==> src/rtl/axi4_lite_pkg.sv <==
// Shared AXI4-lite definitions for the register bank and the upstream bus.
//   axi_resp_t   1-bit response code (RESP_OKAY / RESP_ERR)
//   apply_wstrb  byte-strobe merge of new write data into an old word; works
//                on words up to MAX_DATA_W bits, callers zero-extend and
//                truncate to their own data width.
package axi4_lite_pkg;

  typedef logic axi_resp_t;

  localparam axi_resp_t RESP_OKAY = 1'b0;
  localparam axi_resp_t RESP_ERR  = 1'b1;

  localparam int MAX_DATA_W = 256;
  localparam int MAX_STRB_W = MAX_DATA_W / 8;

  function automatic logic [MAX_DATA_W-1:0] apply_wstrb(
    input logic [MAX_DATA_W-1:0] old_data,
    input logic [MAX_DATA_W-1:0] new_data,
    input logic [MAX_STRB_W-1:0] strb
  );
    logic [MAX_DATA_W-1:0] merged;
    merged = old_data;
    for (int b = 0; b < MAX_STRB_W; b++) begin
      if (strb[b]) merged[b*8 +: 8] = new_data[b*8 +: 8];
    end
    return merged;
  endfunction

endpackage

==> src/rtl/axi4_lite_regfile_if.sv <==
// AXI4-lite channel bundle between a bus master port and a slave.
//   AW: awvalid/awready/awaddr     W: wvalid/wready/wdata/wstrb
//   B : bvalid/bready/bresp        AR: arvalid/arready/araddr
//   R : rvalid/rready/rdata/rresp
// Modports: master drives requests, slave drives readies and responses.
interface axi4_lite_regfile_if #(
  parameter int ADDR_WIDTH = 16,
  parameter int DATA_WIDTH = 16
);
  import axi4_lite_pkg::*;

  logic                    awready;
  logic                    awvalid;
  logic [ADDR_WIDTH-1:0]   awaddr;
  logic                    wready;
  logic                    wvalid;
  logic [DATA_WIDTH-1:0]   wdata;
  logic [DATA_WIDTH/8-1:0] wstrb;
  logic                    bvalid;
  logic                    bready;
  axi_resp_t               bresp;
  logic                    arready;
  logic                    arvalid;
  logic [ADDR_WIDTH-1:0]   araddr;
  logic                    rready;
  logic                    rvalid;
  logic [DATA_WIDTH-1:0]   rdata;
  axi_resp_t               rresp;

  modport master (
    input  awready, wready, bvalid, bresp, arready, rvalid, rdata, rresp,
    output awvalid, awaddr, wvalid, wdata, wstrb, bready, arvalid, araddr, rready
  );

  modport slave (
    input  awvalid, awaddr, wvalid, wdata, wstrb, bready, arvalid, araddr, rready,
    output awready, wready, bvalid, bresp, arready, rvalid, rdata, rresp
  );

endinterface

==> src/rtl/axi4_lite_regfile.sv <==
// AXI4-lite slave register bank.
//   clk, reset  clock and synchronous active-high reset
//   s_axi       AXI4-lite slave port (one write and one read outstanding)
//   reg_q       current contents of all NUM_REGS registers
//   reg_wr      one-cycle pulse per register, high in the cycle after a commit
// Register index = addr[OFS +: IDX_W]; other address bits are decoded upstream.
// Out-of-range writes change nothing and answer RESP_ERR; out-of-range reads
// return zero with RESP_ERR.
module axi4_lite_regfile #(
  parameter int                    ADDR_WIDTH  = 16,
  parameter int                    DATA_WIDTH  = 16,
  parameter int                    NUM_REGS    = 8,
  parameter logic [DATA_WIDTH-1:0] RESET_VALUE = '0
) (
  input  logic                                clk,
  input  logic                                reset,
  axi4_lite_regfile_if.slave                  s_axi,
  output logic [NUM_REGS-1:0][DATA_WIDTH-1:0] reg_q,
  output logic [NUM_REGS-1:0]                 reg_wr
);
  import axi4_lite_pkg::*;

  localparam int STRB_W = DATA_WIDTH / 8;
  localparam int OFS    = (STRB_W > 1) ? $clog2(STRB_W) : 0;
  localparam int IDX_W  = (NUM_REGS > 1) ? $clog2(NUM_REGS) : 1;

  logic                  aw_held;
  logic                  w_held;
  logic [IDX_W-1:0]      aw_idx;
  logic [DATA_WIDTH-1:0] w_data;
  logic [STRB_W-1:0]     w_strb;
  logic                  bvalid_q;
  axi_resp_t             bresp_q;
  logic                  rvalid_q;
  axi_resp_t             rresp_q;
  logic [DATA_WIDTH-1:0] rdata_q;

  logic                  awready_c;
  logic                  wready_c;
  logic                  arready_c;
  logic                  aw_hs;
  logic                  w_hs;
  logic                  ar_hs;
  logic                  commit;
  logic                  wr_in_range;
  logic [IDX_W-1:0]      ar_idx;
  logic                  ar_in_range;
  logic [DATA_WIDTH-1:0] wr_old;
  logic [DATA_WIDTH-1:0] wr_merged;
  logic [DATA_WIDTH-1:0] rd_sel;

  // Only the index field matters here; the remaining address bits are
  // consumed by the upstream decoder.
  logic unused_addr_bits;
  assign unused_addr_bits = ^{s_axi.awaddr, s_axi.araddr};

  // Both address channels block while a response is pending, so a new
  // request can only be taken once the previous one has fully retired.
  assign awready_c = ~aw_held & ~bvalid_q;
  assign wready_c  = ~w_held & ~bvalid_q;
  assign arready_c = ~rvalid_q;

  assign aw_hs  = s_axi.awvalid & awready_c;
  assign w_hs   = s_axi.wvalid & wready_c;
  assign ar_hs  = s_axi.arvalid & arready_c;
  assign commit = aw_held & w_held;

  assign ar_idx      = s_axi.araddr[OFS +: IDX_W];
  assign wr_in_range = ({1'b0, aw_idx} < (IDX_W+1)'(NUM_REGS));
  assign ar_in_range = ({1'b0, ar_idx} < (IDX_W+1)'(NUM_REGS));

  assign s_axi.awready = awready_c;
  assign s_axi.wready  = wready_c;
  assign s_axi.bvalid  = bvalid_q;
  assign s_axi.bresp   = bresp_q;
  assign s_axi.arready = arready_c;
  assign s_axi.rvalid  = rvalid_q;
  assign s_axi.rdata   = rdata_q;
  assign s_axi.rresp   = rresp_q;

  // ---- Write join: AW and W captured independently, commit when both held
  always_ff @(posedge clk) begin
    if (reset) begin
      aw_held  <= 1'b0;
      w_held   <= 1'b0;
      bvalid_q <= 1'b0;
      bresp_q  <= RESP_OKAY;
    end else begin
      if (aw_hs)       aw_held <= 1'b1;
      else if (commit) aw_held <= 1'b0;

      if (w_hs)        w_held <= 1'b1;
      else if (commit) w_held <= 1'b0;

      if (commit) begin
        bvalid_q <= 1'b1;
        bresp_q  <= wr_in_range ? RESP_OKAY : RESP_ERR;
      end else if (bvalid_q & s_axi.bready) begin
        bvalid_q <= 1'b0;
      end
    end
  end

  always_ff @(posedge clk) begin
    if (aw_hs) aw_idx <= s_axi.awaddr[OFS +: IDX_W];
    if (w_hs) begin
      w_data <= s_axi.wdata;
      w_strb <= s_axi.wstrb;
    end
  end

  // ---- Commit: strobe-merge into the addressed register
  always_comb begin
    wr_old = '0;
    for (int i = 0; i < NUM_REGS; i++) begin
      if (aw_idx == IDX_W'(i)) wr_old = reg_q[i];
    end
  end

  assign wr_merged = DATA_WIDTH'(apply_wstrb(MAX_DATA_W'(wr_old),
                                             MAX_DATA_W'(w_data),
                                             MAX_STRB_W'(w_strb)));

  // An out-of-range index matches no register, so it neither writes nor pulses.
  always_ff @(posedge clk) begin
    if (reset) begin
      for (int i = 0; i < NUM_REGS; i++) reg_q[i] <= RESET_VALUE;
      reg_wr <= '0;
    end else begin
      reg_wr <= '0;
      for (int i = 0; i < NUM_REGS; i++) begin
        if (commit && (aw_idx == IDX_W'(i))) begin
          reg_q[i]  <= wr_merged;
          reg_wr[i] <= 1'b1;
        end
      end
    end
  end

  // ---- Read: capture on AR; sampling reg_q gives pre-write data on a collision
  always_comb begin
    rd_sel = '0;
    for (int i = 0; i < NUM_REGS; i++) begin
      if (ar_idx == IDX_W'(i)) rd_sel = reg_q[i];
    end
  end

  always_ff @(posedge clk) begin
    if (reset) begin
      rvalid_q <= 1'b0;
      rdata_q  <= '0;
      rresp_q  <= RESP_OKAY;
    end else if (ar_hs) begin
      rvalid_q <= 1'b1;
      rdata_q  <= ar_in_range ? rd_sel : '0;
      rresp_q  <= ar_in_range ? RESP_OKAY : RESP_ERR;
    end else if (rvalid_q & s_axi.rready) begin
      rvalid_q <= 1'b0;
    end
  end

endmodule

==> src/flat_wrapper.sv <==
// flat-port wrapper written by rule: the top's interface ports become plain ports
module axi4_lite_regfile_flat import axi4_lite_pkg::*;
#(
  parameter int                    ADDR_WIDTH  = 16,
  parameter int                    DATA_WIDTH  = 16,
  parameter int                    NUM_REGS    = 8,
  parameter logic [DATA_WIDTH-1:0] RESET_VALUE = '0
)
  (clk, reset, reg_q, reg_wr, s_axi_awvalid, s_axi_awaddr, s_axi_wvalid, s_axi_wdata, s_axi_wstrb, s_axi_bready, s_axi_arvalid, s_axi_araddr, s_axi_rready, s_axi_awready, s_axi_wready, s_axi_bvalid, s_axi_bresp, s_axi_arready, s_axi_rvalid, s_axi_rdata, s_axi_rresp);
  axi4_lite_regfile_if #(.ADDR_WIDTH(ADDR_WIDTH), .DATA_WIDTH(DATA_WIDTH)) s_axi_i ();
  input  logic clk;
  input  logic reset;
  output logic [NUM_REGS-1:0][DATA_WIDTH-1:0] reg_q;
  output logic [NUM_REGS-1:0] reg_wr;
  input wire logic [$bits(s_axi_i.awvalid)-1:0] s_axi_awvalid;
  input wire logic [$bits(s_axi_i.awaddr)-1:0] s_axi_awaddr;
  input wire logic [$bits(s_axi_i.wvalid)-1:0] s_axi_wvalid;
  input wire logic [$bits(s_axi_i.wdata)-1:0] s_axi_wdata;
  input wire logic [$bits(s_axi_i.wstrb)-1:0] s_axi_wstrb;
  input wire logic [$bits(s_axi_i.bready)-1:0] s_axi_bready;
  input wire logic [$bits(s_axi_i.arvalid)-1:0] s_axi_arvalid;
  input wire logic [$bits(s_axi_i.araddr)-1:0] s_axi_araddr;
  input wire logic [$bits(s_axi_i.rready)-1:0] s_axi_rready;
  output wire logic [$bits(s_axi_i.awready)-1:0] s_axi_awready;
  output wire logic [$bits(s_axi_i.wready)-1:0] s_axi_wready;
  output wire logic [$bits(s_axi_i.bvalid)-1:0] s_axi_bvalid;
  output wire logic [$bits(s_axi_i.bresp)-1:0] s_axi_bresp;
  output wire logic [$bits(s_axi_i.arready)-1:0] s_axi_arready;
  output wire logic [$bits(s_axi_i.rvalid)-1:0] s_axi_rvalid;
  output wire logic [$bits(s_axi_i.rdata)-1:0] s_axi_rdata;
  output wire logic [$bits(s_axi_i.rresp)-1:0] s_axi_rresp;
  assign s_axi_i.awvalid = s_axi_awvalid;
  assign s_axi_i.awaddr = s_axi_awaddr;
  assign s_axi_i.wvalid = s_axi_wvalid;
  assign s_axi_i.wdata = s_axi_wdata;
  assign s_axi_i.wstrb = s_axi_wstrb;
  assign s_axi_i.bready = s_axi_bready;
  assign s_axi_i.arvalid = s_axi_arvalid;
  assign s_axi_i.araddr = s_axi_araddr;
  assign s_axi_i.rready = s_axi_rready;
  assign s_axi_awready = s_axi_i.awready;
  assign s_axi_wready = s_axi_i.wready;
  assign s_axi_bvalid = s_axi_i.bvalid;
  assign s_axi_bresp = s_axi_i.bresp;
  assign s_axi_arready = s_axi_i.arready;
  assign s_axi_rvalid = s_axi_i.rvalid;
  assign s_axi_rdata = s_axi_i.rdata;
  assign s_axi_rresp = s_axi_i.rresp;
  axi4_lite_regfile #(.ADDR_WIDTH(ADDR_WIDTH), .DATA_WIDTH(DATA_WIDTH), .NUM_REGS(NUM_REGS), .RESET_VALUE(RESET_VALUE)) u_core (.clk(clk), .reset(reset), .s_axi(s_axi_i), .reg_q(reg_q), .reg_wr(reg_wr));
endmodule
==> config.mk <==
export PLATFORM = sky130hd
export DESIGN_NAME = axi4_lite_regfile_flat
export DESIGN_NICKNAME = d
export VERILOG_FILES = /design/src/rtl/axi4_lite_pkg.sv /design/src/rtl/axi4_lite_regfile_if.sv /design/src/rtl/axi4_lite_regfile.sv /design/src/flat_wrapper.sv
export SDC_FILE = /design/constraint.sdc
export NUM_CORES = 1
export LEC_CHECK = 0
export BUFFER_PORTS_ARGS = -buffer_cell sky130_fd_sc_hd__buf_2
export CAP_MARGIN = 15
export CORE_MARGIN = 4
export CORE_UTILIZATION = 25
export DETAILED_ROUTE_END_ITERATION = 8
export GPL_TIMING_DRIVEN = 0
export SYNTH_ARGS = -nofsm -noshare
export SYNTH_HDL_FRONTEND = slang
export SYNTH_SLANG_ARGS = --single-unit
==> constraint.sdc <==
create_clock -name clk -period 1.8 [get_ports clk]
set_input_delay 0.27 -clock clk [delete_from_list [all_inputs] [get_ports clk]]
set_output_delay 0.27 -clock clk [all_outputs]
set_load 0.02 [all_outputs]
**Yosys cells after proc, flatten, opt, wreduce, memory -nomap -nowiden**

Index checks and enable logic that the tools add are counted.

- Add/subtract/negate cells: 0
- Multiply operators: 0
- Div/mod/pow operators: 0
- Magnitude comparators: 0
- Equality and inequality tests: 14
- Shift operators: 0
- Muxes and demuxes: 33
- Bitwise gates (word level): 12
- Reduce and logical (&&, ||, !) cells: 14

Operators with widths:

| kind | number |
|---|---|
| 16-bit 2-to-1 mux | 16 |
| 3-bit equality test (second input constant) | 8 |
| 8-bit 2-to-1 mux | 2 |
| 1-bit 2-to-1 mux | 15 |
| 3-bit by 2-bit equality test with 1-bit output (second input constant) | 4 |
| 1-bit AND | 8 |
| 1-bit logical AND | 8 |
| 2-bit nonzero test | 4 |
| 3-bit by 1-bit equality test with 1-bit output (second input constant) | 2 |
| 3-bit logical NOT | 2 |
| 1-bit NOT | 4 |

- Register bits: 177
- Bits in latches: 0
- Memory bits (writable): 0
- Memory bits (read-only): 0
- Input bits: 57
- Output and inout port bits: 159
- Logic and storage cells: 90
- Memories: 0

**Longest topological paths before layout**

Gate-level depths: netlist of the first run.

- Depth after elaboration: 10
- Gate-level depth with buffers: 8
- Depth with buffers taken out: 5

**Worst setup path before layout of the first run**

Ideal clock, no wire load.

- Path type: register to register
- Start: register u_core.bvalid_q (netlist: u_core.s_axi.bvalid)
- End: register u_core.w_data[0], enable pin
- Setup time: 377 ps
- Arrival time: 1307 ps
- Required time: 1423 ps
- Path slack: 116 ps
- Cell stages (with the launch flop): 3
- Buffers on the path: 0
- Clock period less this slack: 1684 ps
- Path through: dfxtp_1 nor2_1 and2_1

- Cells in the longest elaborated chain, start to end: 3

RTL lines:

| item | RTL line | text |
|---|---|---|
| start, declared | axi4_lite_regfile.sv:32 | `logic bvalid_q;` |
| start signal, assigned | axi4_lite_regfile.sv:86 | `bvalid_q <= 1'b0;` |
| start signal, assigned | axi4_lite_regfile.sv:96 | `bvalid_q <= 1'b1;` |
| start signal, assigned | axi4_lite_regfile.sv:99 | `bvalid_q <= 1'b0;` |
| 1-bit NOT | axi4_lite_regfile.sv:60 | `assign wready_c = ~w_held & ~bvalid_q;` |
| 1-bit AND | axi4_lite_regfile.sv:60 |  |
| net s_axi_wready | flat_wrapper.sv:25 | `output wire logic [$bits(s_axi_i.wready)-1:0] s_axi_wready;` |
| 1-bit AND | axi4_lite_regfile.sv:64 | `assign w_hs = s_axi.wvalid & wready_c;` |
| net u_core.w_hs | axi4_lite_regfile.sv:42 | `logic w_hs;` |
| end signal, assigned | axi4_lite_regfile.sv:107 | `w_data <= s_axi.wdata;` |
| end, declared | axi4_lite_regfile.sv:30 | `logic [DATA_WIDTH-1:0] w_data;` |

The timed path passes the listed nets, and every way through them passes these cells.
A chain may end at the register's enable or synchronous reset.

**Final worst setup path of the first run**

- Start: register u_core.aw_idx[0]
- End: register u_core.reg_q[102] in the netlist's numbering

- Cells in the longest elaborated chain, start to end: 10
- Elaborated cells between the ends (all ways): 18
- Classes of those cells: eq/ne (7); mux (9); reduce/logical (2)

RTL lines:

| item | RTL line | text |
|---|---|---|
| start, declared | axi4_lite_regfile.sv:29 | `logic [IDX_W-1:0] aw_idx;` |
| start signal, assigned | axi4_lite_regfile.sv:105 | `if (aw_hs) aw_idx <= s_axi.awaddr[OFS +: IDX_W];` |
| 3-bit logical NOT | axi4_lite_regfile.sv:116 | `if (aw_idx == IDX_W'(i)) wr_old = reg_q[i];` |
| 16-bit 2-to-1 mux (8 in a row) | axi4_lite_regfile.sv:116 |  |
| 8-bit 2-to-1 mux | axi4_lite_pkg.sv:24 | `if (strb[b]) merged[b*8 +: 8] = new_data[b*8 +: 8];` |
| end signal, assigned by index | axi4_lite_regfile.sv:133 | `reg_q[i] <= wr_merged;` |
| end, declared | axi4_lite_regfile.sv:18 | `output logic [NUM_REGS-1:0][DATA_WIDTH-1:0] reg_q,` |

Several ways; a longest one is shown, not always the timed one.

==> impl.org, run 1 <==
** Outcome
- The flow ran to the end, but the final reports show violations.
- Violations in the final reports :: negative setup slack

** STA
- Final setup viols :: about 110
- For this run, the top clock speed supported by timing is roughly 0.52 GHz.
- Of the available clock period, the critical path in the final layout requires 106.8%.
- Slew of the pin with the lowest slew margin :: around 0.84 ns
- Total count of max-transition violations in the final report :: 0
- On the final layout, the worst hold slack is around 0.012 ns.
- Final WS setup :: -0.1231 ns
- Accumulated negative setup slack :: -6.675 ns
- Unrepaired setup endpoints after global routing :: yes
- Headroom to the max-slew limit came out at ~44%.
- Final Hold Viols :: 0
- Counting I/O delays and the setup requirement, the final critical path takes between 1.5 and 2 ns.
- On the final layout, the worst clock skew is about 0.011 ns.

** Floorplan
- The floorplan step set the die width to approximately 200 µm.
- Initial Utilization :: 25.31%
- After floorplanning, the core was divided into 68 placement rows.
- DIE AREA :: about 0.038 mm²
- Top-level I/O count :: ~220
- Floorplan core area :: between 0.03 and 0.04 mm²
- Die Height :: slightly below 200 µm

** Layout
- Net total in the final layout :: 1303
- Area delta synth->final :: 38.30%
- Of the cells placed in the final design, the portion with a size suffix greater than 1 is around 36%.
- The number of antenna diodes in the final layout is 0.
- Once layout is complete, the cells apart from fillers number roughly 1700.

** Synth
- Synthesis produced just under 1000 cells.
- Number of library cell types mapped by synthesis :: 49
- A synthesized cell averages around 9 µm².
- In this run, synthesis inferred 21 flip-flops with an integrated enable.
- Top flip-flop cell by instance count after synthesis :: dfxtp_1
- In the synthesized netlist the async set-or-reset flop fraction comes to 0%.
- Warnings from Yosys :: 0
- Cell area after technology mapping :: a little under 0.009 mm²
- In this run, synthesis produced a sequential element count of between 150 and 200.
- Of the synthesized area, sequential elements account for between 40% and 50%.

** Global route
- In the global route stage, overall resource usage came out at 20.70%.
- Entering global routing, the biggest net connects 20 pins.
- Global routing finished with a remaining overflow of 0.
- The via count of the first global-routing pass was around 8900.
- The number of antenna violations at the first check in global routing is 0.
- The first global-routing pass estimated slightly below 60000 µm of wire.

** Route
- Post-detailed-routing wire length :: roughly 41000 µm
- Via-to-Cell Ratio :: 5.372
- The first detailed-routing pass took 5 iterations.
- The count of nets left with antenna violations once routing finished came out at 0.
- Overall via count from detail_route :: 9207
- In the routed design, unresolved DRC markers number 0.
- In the final routed layout, each cell accounts on average for 24.02 µm.
- Initial drt markers :: a little over 900

** Pwr
- Switching part of the total power :: ~29%
- The clock network burns between 40% and 50% of the power.
- Total Power :: 9.817 mW
- Dividing total power by cell area gives a power density of slightly above 800 mW/mm².
- Sw power :: ~2.8 mW
- Across the VDD grid, the largest voltage drop is roughly 0.00058 V.
- The analysis attributes to cell leakage a power of about 4.7 nW.
- Internal :: between 7 and 8 mW
- Fraction of power consumed by combinational cells :: around 16%
- Sequential cells account for between 40% and 50% of the total power.

** Placed design
- Once placement completed, the tool counted placed cells totaling 1615.
- The congestion estimate from routability-driven global placement came to roughly 0.95.
- Buffers added on ports :: roughly 190
- After legalization and detailed placement, the total HPWL measured around 31000 µm.

** Clocking
- Clock Pin Slew Worst Setup and Hold Paths :: 0.07 ns
- CTS tree :: done
- Clock tree synthesis found a total of ~180 sinks.
- Clock latency on the worst-skew pair :: 0.45 ns
- The clock passes through at most 2 buffers.
- Number of clock buffers inserted by TritonCTS :: 17
- Clock root buffer master :: clkbuf_16
- CTS built an H-tree with a depth of 4.

** Worst setup path
- CP Capture Type :: flip-flop
- STA puts the critical path data required time at 2.11 ns.
- STA puts the critical path data arrival time at ~2.2 ns.
- Crit path kind :: reg2reg
- Worst setup SP type :: flip-flop
- In this run the worst path has a maximum fanout of 10.

** Min path
- Worst hold path class :: in2reg

** Flow run
- # Max-Cap Violations :: 0
what timing repair did:
item / in CTS / in global routing
hold buffers: 19 / 0
gates cloned: 0 / 2
pin swaps: 19 / 22
buffers inserted: 42 / 5
resized for setup: 116 / 45
setup endpoints to repair: 142 / 139
endpoints found under the hold margin: 19 / 0
synthesized netlist by cell type (2+ instances only):
library cell | instances | area [µm²]
nand4_1 | 2 | 12.51
a21boi_0 | 11 | 82.58
a21oi_2 | 9 | 78.83
or2_2 | 8 | 50.05
edfxtp_1 | 21 | 630.6
and2_1 | 6 | 37.54
mux2i_1 | 44 | 440.4
nand3_2 | 2 | 20.02
mux2_2 | 13 | 146.4
nor2_1 | 138 | 518.0
nand2b_1 | 18 | 112.6
and3_1 | 2 | 12.51
o22ai_1 | 45 | 281.5
o211ai_1 | 7 | 52.55
a211oi_4 | 2 | 40.04
nor4_1 | 10 | 62.56
a211oi_1 | 93 | 698.2
nor2b_1 | 10 | 62.56
nand2_1 | 84 | 315.3
dfxtp_1 | 156 | 3123
o21ai_0 | 39 | 195.2
buf_2 | 33 | 165.2
clkbuf_1 | 39 | 146.4
o21bai_1 | 10 | 75.07
buf_6 | 7 | 78.83
a21oi_1 | 35 | 175.2
buf_4 | 9 | 67.56
nor3_2 | 4 | 40.04
a311oi_1 | 3 | 26.28
nor2_2 | 3 | 18.77
mux4_2 | 8 | 180.2
o211ai_2 | 5 | 62.56
a22oi_2 | 5 | 62.56
nor3_1 | 21 | 105.1
inv_1 | 10 | 37.54
a221o_1 | 14 | 140.1
a32oi_1 | 21 | 183.9
o31ai_1 | 13 | 97.59
nand3_1 | 4 | 20.02
flip-flops by register name (all words and copies together) (netlist names):
name and cells:
u_core.reg_q 128, u_core.s_axi.rdata 16, u_core.w_data 16, u_core.reg_wr 8
u_core.aw_idx 3, u_core.w_strb 2, u_core.aw_held 1, u_core.s_axi.bvalid 1
u_core.s_axi.rvalid 1, u_core.w_held 1
cells in the final DEF (no fill, tap or decap), types with 14 or more instances in the layout:
cell type / count
edfxtp_1: 21
a21oi_1: 32
o21ai_0: 32
mux2i_1: 42
buf_4: 57
nand2b_1: 18
dfxtp_1: 155
nand2_1: 76
nor2_1: 136
buf_2: 196
buf_6: 23
a211oi_1: 89
a221o_1: 14
dlygate4sd3_1: 19
clkbuf_1: 27
o22ai_1: 38
clkbuf_16: 19
final cells by class:
class / count / area [µm²]
inverters: 10 / 37.54
well taps: 455 / 569.3
clock inverters: 12 / 168.9
multi-input cells: 698 / 4906
flip-flops and latches: 177 / 3755
plain buffers: 89 / 619.3
repair buffers: 253 / 1567
fillers: 3657 / 22450
clock buffers: 20 / 467.9
final timing paths:
kind / startpoint / slack (ns) / to / cells after the start
worst max-delay path: u_core.aw_idx[0]$_DFFE_PP_ / -0.12 / u_core.reg_q[102]$_SDFFE_PP0P_ / 8
worst min-delay path: s_axi_wdata[7] / 0.01 / u_core.w_data[7]$_DFFE_PP_ / 1
worst max register to register: u_core.aw_idx[0]$_DFFE_PP_ / -0.12 / u_core.reg_q[102]$_SDFFE_PP0P_ / 8
worst min register to register: u_core.s_axi.rdata[10]$_SDFFE_PP0P_ / 0.49 / u_core.s_axi.rdata[10]$_SDFFE_PP0P_ / 1
power by group through the flow:
stage	combinational, mW	clock (mW)	sequential (mW)
6_report	1.58	4.04	4.19
5_1_grt	1.65	4.24	4.20
4_1_cts	1.47	4.09	4.19
3_5_place_dp	1.19	0	4.28
3_3_place_gp	1.18	0	4.27
2_1_floorplan	0.704	0	4.29
stage by stage:
stage | worst slack (ns) | util [%] | area, µm²
3_3_place_gp | -0.4565 | 29.65 | 10240
3_5_place_dp | -0.4808 | 29.65 | 10240
6_report | -0.1231 | 35.00 | 12090
2_1_floorplan | 0.1160 | - | 8746
5_1_grt | -0.1663 | 35.00 | 12090
4_1_cts | -0.06656 | 34.28 | 11840
layer usage:
metal	global-route usage (%)	vias up	routed length, µm
li1	-	4157	-
met1	27.74	4421	17480
met2	32.78	534	18830
met3	4.124	95	3356
met4	8.456	0	1497
met5	0	-	0
kinds of logic (layout without fill, tap and decap cells):
family / Yosys count / count (layout) / share of synthesized area (%)
multiplexers: 65 / 65 / 8.773
AND/OR/NAND/NOR: 314 / 314 / 16.22
buffers and inverters: 100 / 384 / 5.768
flip-flops: 177 / 177 / 42.94
other: 1 / 2 / 0.04290
AO/OA/AOI/OAI: 317 / 317 / 26.26
critical path, cell delays in order, from the launching register on:
cell	delay [ns]
edfxtp_1	0.40
buf_6	0.18
buf_6	0.15
or2_2	0.28
a32oi_2	0.28
o21ai_2	0.11
a21oi_4	0.14
buf_4	0.16
a211oi_1	0.07
Power figures use the tool's default switching activity.
==> run 2, diff against run 1 <==
--- a/config.mk
+++ b/config.mk
@@ -11,6 +11,7 @@
 export CORE_UTILIZATION = 25
 export DETAILED_ROUTE_END_ITERATION = 8
 export GPL_TIMING_DRIVEN = 0
+export PLACE_DENSITY = 0.42
 export SYNTH_ARGS = -nofsm -noshare
 export SYNTH_HDL_FRONTEND = slang
 export SYNTH_SLANG_ARGS = --single-unit
==> run 2 against run 1 <==
Effect of this change:
- the flow still finishes with violations (negative setup slack)
- wire length grew 5.1%
- sequential power is essentially flat
- core utilization grew 0.67 points
- via count shrank 2.3%
- first-iteration DRC count shrank 15%
- maximum frequency shrank 0.28%
- clock-buffer cell count grew 1
- critical endpoint is now u_core.reg_q[35]$_SDFFE_PP0P_
- largest power group unchanged
==> impl.org, run 2 (same netlist as run 1, synthesis figures left out) <==
** Outcome
- The flow ran to the end, but the final reports show violations.
- The final reports fail on negative setup slack.

** Floorplan
- Measured along the y axis, the die boundary spans just under 200 µm.
- After floorplanning, the core was divided into slightly below 70 placement rows.
- Width of the die :: 195 µm
- The floorplan step defined a die boundary enclosing approximately 0.038 mm².
- The core region is between 0.03 and 0.04 mm².
- During I/O placement, the number of pins put on the boundary was between 200 and 250.
- Initial Utilization :: roughly a quarter

** Layout
- Net total in the final layout :: around 1300
- The finished cells cover around 0.012 mm².
- The register with the most flip-flops in the layout has 128 of them.
- Share of final-layout standard cells stronger than drive strength 1 :: a little under two fifths
- u_core.reg_q holds more flip-flops than any other register.
- Most common cell after layout, fill and taps aside :: buf_2
- Area delta synth->final :: 40.93%
- The number of antenna diodes in the final layout is 0.
- Leading cell types in the layout, fill and taps excluded :: 195 x buf_2, 155 x dfxtp_1, 134 x nor2_1
- Core utilization of the finished layout :: a little over a third
- Filler cell count :: around 3700
- Final standard cell count with taps included and fillers excluded :: 1716

** Clocking
- Clock tree synthesis selected as its root buffer the cell clkbuf_16.
- Clock latency on the worst-skew pair :: 0.45 ns
- Level count of the clock H-tree :: 4
- TritonCTS built the clock tree.
- After clock tree synthesis, the clock-pin slew on the worst setup and hold paths is approximately 0.070 ns.
- Number of clock buffers inserted by TritonCTS :: 17
- Buffers from clock root to sink, at most :: 2
- TritonCTS Sinks :: about 180

** Route
- DRC violation count after routing :: 0
- Dividing the detail-routed wire length by the instance count gives ~25 µm.
- Detailed routing inserted a total of 8992 vias.
- The first TritonRoute pass finished after 5 iterations.
- Via-to-Cell Ratio :: 5.240
- Count of nets left with antenna violations after detail routing :: 0
- Initial drt markers :: 775
- For this block, the routed nets add up to 43260 µm of wire.

** STA
- The number of pins with negative max-slew slack in the final report is 0.
- Accumulated negative setup slack :: -3.909 ns
- In the finished design, the share of the clock period the worst path needs comes to 107.1%.
- After layout, the minimum clock period comes to between 1.5 and 2 ns.
- At the pin with the least slew margin, the transition time is 0.9357 ns.
- The clock arrives with between 0.01 and 0.015 ns of skew.
- Final WS setup :: -0.1285 ns
- Headroom to the max-slew limit came out at 37.62%.
- Highest clock rate :: 0.5185 GHz
- Setup repair after global routing could not meet its margin everywhere.
- Final setup viols :: between 90 and 100
- Final Hold Viols :: 0

** Global route
- Global routing finished with a remaining overflow of 0.
- Pin count of the biggest net entering global routing :: 20
- GRT Resource Usage Total :: between 20% and 30%
- First-pass GRT wire length :: between 60000 and 70000 µm
- Via count of the first global-routing pass :: 8756
- The number of antenna violations at the first check in global routing was 0.

** Worst setup path
- Crit path kind :: reg2reg
- The critical path crosses 8 cells after its start point.
- Worst setup SP type :: flip-flop
- The worst setup path is captured at a flip-flop.
- Along the worst path, the maximum fanout reaches 10.
- In this run the critical register-to-register path is launched from u_core.aw_idx[0]$_DFFE_PP_.
- CP max-delay cell :: edfxtp_1
- STA puts the critical path data required time at between 2 and 2.5 ns.
- Data arrival time of the worst path :: ~2.2 ns
- Cell occurring most often along the worst timing path :: buf_8
- The critical path goes through buf_8 -> buf_8 -> or2_2 -> a32oi_2 -> o21ai_2 -> a21oi_2 -> buf_4 -> a211oi_1.
- On the worst path, the slowest cell contributes a delay of 0.40 ns.
- Reg2reg end :: u_core.reg_q[35]$_SDFFE_PP0P_
- Cell type group with the largest total delay on the critical path :: compound AO/OA/AOI/OAI gates
- Number of buffers and inverters on the critical path :: 3
- Worst reg-to-reg setup slack :: -0.13 ns
- Cell count of the worst reg-to-reg path :: 8

** Placed design
- Area post-placement :: 0.01024 mm²
- HPWL Detailed :: 33030 µm
- Buffers added on ports :: between 150 and 200
- Routability congestion estimate from global placement :: 0.9236
- In this run, placement finished with an instance count of 1615.

** Pwr
- VDD sags by at most about 0.00063 V.
- Internal :: 6.848 mW
- For this design the total switching power over the nets is 2.889 mW.
- Of the total power, the share spent switching nets is just under 30%.
- The design draws about 9.7 mW.
- In this run, the clock network consumes 39.9% of the power.
- Of the total power, combinational logic draws around 17%.
- Power density normalized to cell area :: 790.3 mW/mm²
- P_leak :: about 4.8 nW
- In this run, flip-flops and latches consume a little over two fifths of the power.

** Min path
- Worst hold path cell count :: 1
- Worst hold path class :: in2reg
- The worst hold path begins at s_axi_wdata[10].
- For hold timing, the worst endpoint is u_core.w_data[10]$_DFFE_PP_.

** Flow run
- # Max-Cap Violations :: 0
==> run 2: cell count changes in the layout (fill, tap and decap cells not counted), sizes merged <==
cell	previous run	this run
clkbuf	60	61
buf	283	287
bufinv	3	1
clkinvlp	2	4
clkinv	3	2
dlygate4sd3	19	17
==> run 2: timing repair <==
action | in CTS | in global routing
hold buffers | 17 | 0
cloned | 0 | 3
endpoints found under the setup margin | 144 | 156
gates resized for setup | 134 | 90
pin swaps | 33 | 28
buffers inserted | 42 | 8
endpoints found under the hold margin | 17 | 0
==> run 2: stage by stage <==
step	setup slack [ns]	hold slack (ns)
floorplan	0.1160	0.3689
global placement	-0.5313	0.4495
detailed placement	-0.5281	0.4481
CTS	-0.03623	0.009821
global route	-0.1462	0.007995
finish	-0.1285	0.01010
==> run 2: worst register-to-register path, stage by stage, from the launching register on <==
cell      delay, ns
edfxtp_1       0.40
buf_8          0.17
buf_8          0.16
or2_2          0.28
a32oi_2        0.29
o21ai_2        0.09
a21oi_2        0.17
buf_4          0.17
a211oi_1       0.06
==> run 2: cell type report <==
| class | instances | area [µm²] | share of cell area (%) |
|---|---|---|---|
| plain buffers | 89 | 696.9 | 5.657 |
| clock buffers | 21 | 493.0 | 4.001 |
| clock inverters | 11 | 115.1 | 0.9343 |
| inverters | 10 | 37.54 | 0.3047 |
| multi-input cells | 698 | 5046 | 40.96 |
| flip-flops and latches | 177 | 3755 | 30.48 |
| well taps | 455 | 569.3 | 4.621 |
| repair buffers | 255 | 1608 | 13.05 |
==> run 2: power by group through the flow <==
| stage | logic, mW | clock network [mW] | registers [mW] |
|---|---|---|---|
| global placement | 1.21 | 0 | 4.29 |
| finish | 1.64 | 3.89 | 4.21 |
| detailed placement | 1.21 | 0 | 4.29 |
| CTS | 1.52 | 3.96 | 4.20 |
| floorplan | 0.704 | 0 | 4.29 |
| global route | 1.72 | 4.12 | 4.21 |
==> run 2: metal layers <==
metal	track usage, %	share of wire (%)	up-vias
met3	3.261	5.0	82
met4	7.939	3.3	0
met5	0	0	-
met1	31.18	47	4393
li1	-	-	4171
met2	33.50	45	346
==> run 2: how the worst max path moves through the flow <==
| stage | to | startpoint | slack (ns) |
|---|---|---|---|
| final | u_core.reg_q[35]$_SDFFE_PP0P_ | u_core.aw_idx[0]$_DFFE_PP_ | -0.13 |
| after global routing | u_core.reg_q[51]$_SDFFE_PP0P_ | u_core.aw_idx[0]$_DFFE_PP_ | -0.15 |
| after CTS | u_core.reg_q[63]$_SDFFE_PP0P_ | u_core.aw_idx[0]$_DFFE_PP_ | -0.04 |
| after detailed placement | u_core.reg_q[106]$_SDFFE_PP0P_ | u_core.aw_idx[1]$_DFFE_PP_ | -0.53 |
| after global placement | u_core.reg_q[60]$_SDFFE_PP0P_ | u_core.aw_idx[1]$_DFFE_PP_ | -0.53 |
| after floorplan | u_core.w_data[0]$_DFFE_PP_ | u_core.s_axi.bvalid$_SDFFE_PP0P_ | 0.12 |
==> run 3, diff against run 2 <==
--- a/config.mk
+++ b/config.mk
@@ -12,6 +12,7 @@
 export DETAILED_ROUTE_END_ITERATION = 8
 export GPL_TIMING_DRIVEN = 0
 export PLACE_DENSITY = 0.42
+export SKIP_LAST_GASP = 1
 export SYNTH_ARGS = -nofsm -noshare
 export SYNTH_HDL_FRONTEND = slang
 export SYNTH_SLANG_ARGS = --single-unit
==> run 3 against run 2 <==
Effect of this change:
- the flow still finishes with violations (negative setup slack)
- sequential cell count stayed put
- register-to-register slack gained 0.02 ns
- final cell count is the same
- core utilization decreased by 0.094 points
- clock-buffer cell count did not move
- critical path depth is the same
- wire length decreased by 0.11%
==> impl.org, run 3 (same netlist as run 1, synthesis figures left out) <==
** STA
- Relative max-transition margin :: around two fifths
- Final setup viols :: ~100
- Highest clock rate :: 0.5234 GHz
- The routed design could run at a clock period as short as about 1.9 ns.
- Clock skew on the completed layout was measured at 0.01454 ns.
- Accumulated negative setup slack :: -4.675 ns
- Final WS setup :: -0.1106 ns
- The number of failing hold endpoints at the final stage was 0.
- Slew of the pin with the lowest slew margin :: 0.9209 ns
- Unrepaired setup endpoints after global routing :: yes
- The worst path uses 106.1% of the clock period.
- The number of pins with negative max-slew slack in the final report came to 0.
- Worst hold slack :: 0.009404 ns

** Worst setup path
- STA classifies the critical path endpoint as a flip-flop.
- Data arrives at the worst endpoint at between 2 and 2.5 ns.
- STA puts the critical path data required time at between 2 and 2.5 ns.
- Crit path kind :: reg2reg
- Top fanout value on the critical path :: 10
- Worst setup SP type :: flip-flop

** Global route
- Entering global routing, the biggest net connects 20 pins.
- The first global-routing pass estimated slightly above 60000 µm of wire.
- Met2 Use GR :: 33.44%
- Summed over all layers, the global routing overflow is 0.
- GRT Resource Usage Total :: 21.79%
- Number of antenna violations at the first check in global routing :: 0
- The via count of the first global-routing pass is roughly 8700.
- Global routing consumed, on the met3 layer, under 10% of the routing resources.
- In the global route stage, met1 resource usage came out at between 30 and 40%.
- Most congested layer reported by global routing :: met2

** Pwr
- Switching part of the total power :: roughly 30%
- Internal :: approximately 6.8 mW
- Clock network fraction of design power :: between 30% and 40%
- The worst-case IR drop observed on VDD is around 0.00063 V.
- P_leak :: 4.751 nW
- In this run the power spent charging and discharging nets is about 2.9 mW.
- Fraction of power consumed by combinational cells :: between 10% and 20%
- Power density normalized to cell area :: between 700 and 800 mW/mm²
- Overall power consumption after layout is estimated at 9.718 mW.
- Of the total power, registers draw 43.3%.

** Floorplan
- The die is 195 µm tall.
- Initial Utilization :: between 20% and 30%
- The core region is 0.03454 mm².
- The floorplan step set the die width to approximately 200 µm.
- In this run the count of I/O pins placed on the die edge is 216.
- The die covers roughly 0.038 mm².
- Standard-cell rows :: between 60 and 70

** Route
- The detailed router finished its first iteration with slightly below 700 violations.
- Dividing the detail-routed wire length by the instance count gives 25.18 µm.
- Post-detailed-routing wire length :: ~43000 µm
- Via-to-Cell Ratio :: around 5.2
- DRC violation count after routing :: 0
- The routed layout has roughly 9000 vias.
- Drt first pass iters :: 5
- Count of nets left with antenna violations after detail routing :: 0

** Layout
- Most common cell after layout, fill and taps aside :: buf_2
- 0 antenna diodes ended up in the layout.
- The post-route netlist has ~37% of its cells at a drive strength greater than 1.
- Leading cell types in the layout, fill and taps excluded :: 194 x buf_2, 154 x dfxtp_1, 134 x nor2_1
- Area delta synth->final :: 40.56%
- Cells fill between 30% and 40% of the core in the end.
- The register with the most flip-flops in the layout has 128 of them.
- Top register by number of flip-flops :: u_core.reg_q
- Net total in the final layout :: about 1300

** Outcome
- Violations in the final reports :: negative setup slack
- The run finished, with violations left.

** Min path
- The path class of the tightest hold or removal check is in2reg.

** Flow run
- Max-cap violations in this run came to 0.

** Placed design
- HPWL Detailed :: about 33000 µm
- The congestion estimate from routability-driven global placement came to approximately 0.9.
- Buffers added on ports :: between 150 and 200

** Clocking
- CTS tree :: done
- Number of clock buffers inserted by TritonCTS :: 17
- Clock root buffer master :: clkbuf_16
- After clock tree synthesis, the clock-pin slew on the worst setup and hold paths is 0.08 ns.
- Clock latency on the worst-skew pair :: 0.45 ns
- The H-tree was split into 4 levels.
- The tree built by TritonCTS fans out to ~180 sinks.
- In this run the deepest clock path goes through 2 buffers.
==> run 3: final cells by class <==
cell class / count / area, µm²
clock buffer: 21 / 493.0
multi-input combinational: 698 / 5042
inverter: 10 / 37.54
fill: 3663 / 22260
tap: 455 / 569.3
sequential: 177 / 3756
clock inverter: 11 / 115.1
timing repair buffer: 255 / 1612
buffer: 89 / 663.1
==> run 3: routing by layer <==
metal,share of wire (%),vias to the layer above
li1,-,4165
met1,47,4353
met2,45,401
met3,5.8,69
met4,2.8,0
met5,0,-
==> run 3: power groups by stage <==
stage	clock network [mW]	registers [mW]	logic, mW
floorplan	0	4.29	0.704
global placement	0	4.29	1.21
detailed placement	0	4.29	1.21
CTS	3.96	4.20	1.51
global route	4.12	4.21	1.71
finish	3.87	4.21	1.64
==> run 3: worst paths after layout <==
kind | from | endpoint | slack [ns] | cells past startpoint
max | u_core.aw_idx[0]$_DFFE_PP_ | u_core.reg_q[19]$_SDFFE_PP0P_ | -0.11 | 8
min | s_axi_wdata[10] | u_core.w_data[10]$_DFFE_PP_ | 0.009 | 1
max reg2reg | u_core.aw_idx[0]$_DFFE_PP_ | u_core.reg_q[19]$_SDFFE_PP0P_ | -0.11 | 8
min reg2reg | u_core.s_axi.rdata[9]$_SDFFE_PP0P_ | u_core.s_axi.rdata[9]$_SDFFE_PP0P_ | 0.49 | 1
==> run 3: what timing repair did <==
action | in CTS | in global routing
resized for setup | 129 | 81
setup endpoints to repair | 144 | 156
gates cloned | 0 | 2
pin swaps | 29 | 20
endpoints found under the hold margin | 17 | 0
buffers inserted | 42 | 9
hold buffers | 17 | 0
==> run 3: metrics by stage <==
step                setup WS [ns]  area [µm²]  instances
detailed placement        -0.5281       10240       1615
global route              -0.1483       12290       1716
CTS                      -0.03881       11870       1705
floorplan                  0.1160        8746        975
finish                    -0.1106       12290       1716
global placement          -0.5313       10240       1615
==> run 3: worst max-delay path, stage by stage (launching register included) <==
cell and delay [ns]:
edfxtp_1 0.40, buf_8 0.17, buf_6 0.15, or2_2 0.28
a32oi_2 0.28, o21ai_2 0.09, a21oi_2 0.15, buf_4 0.16
a211oi_1 0.06
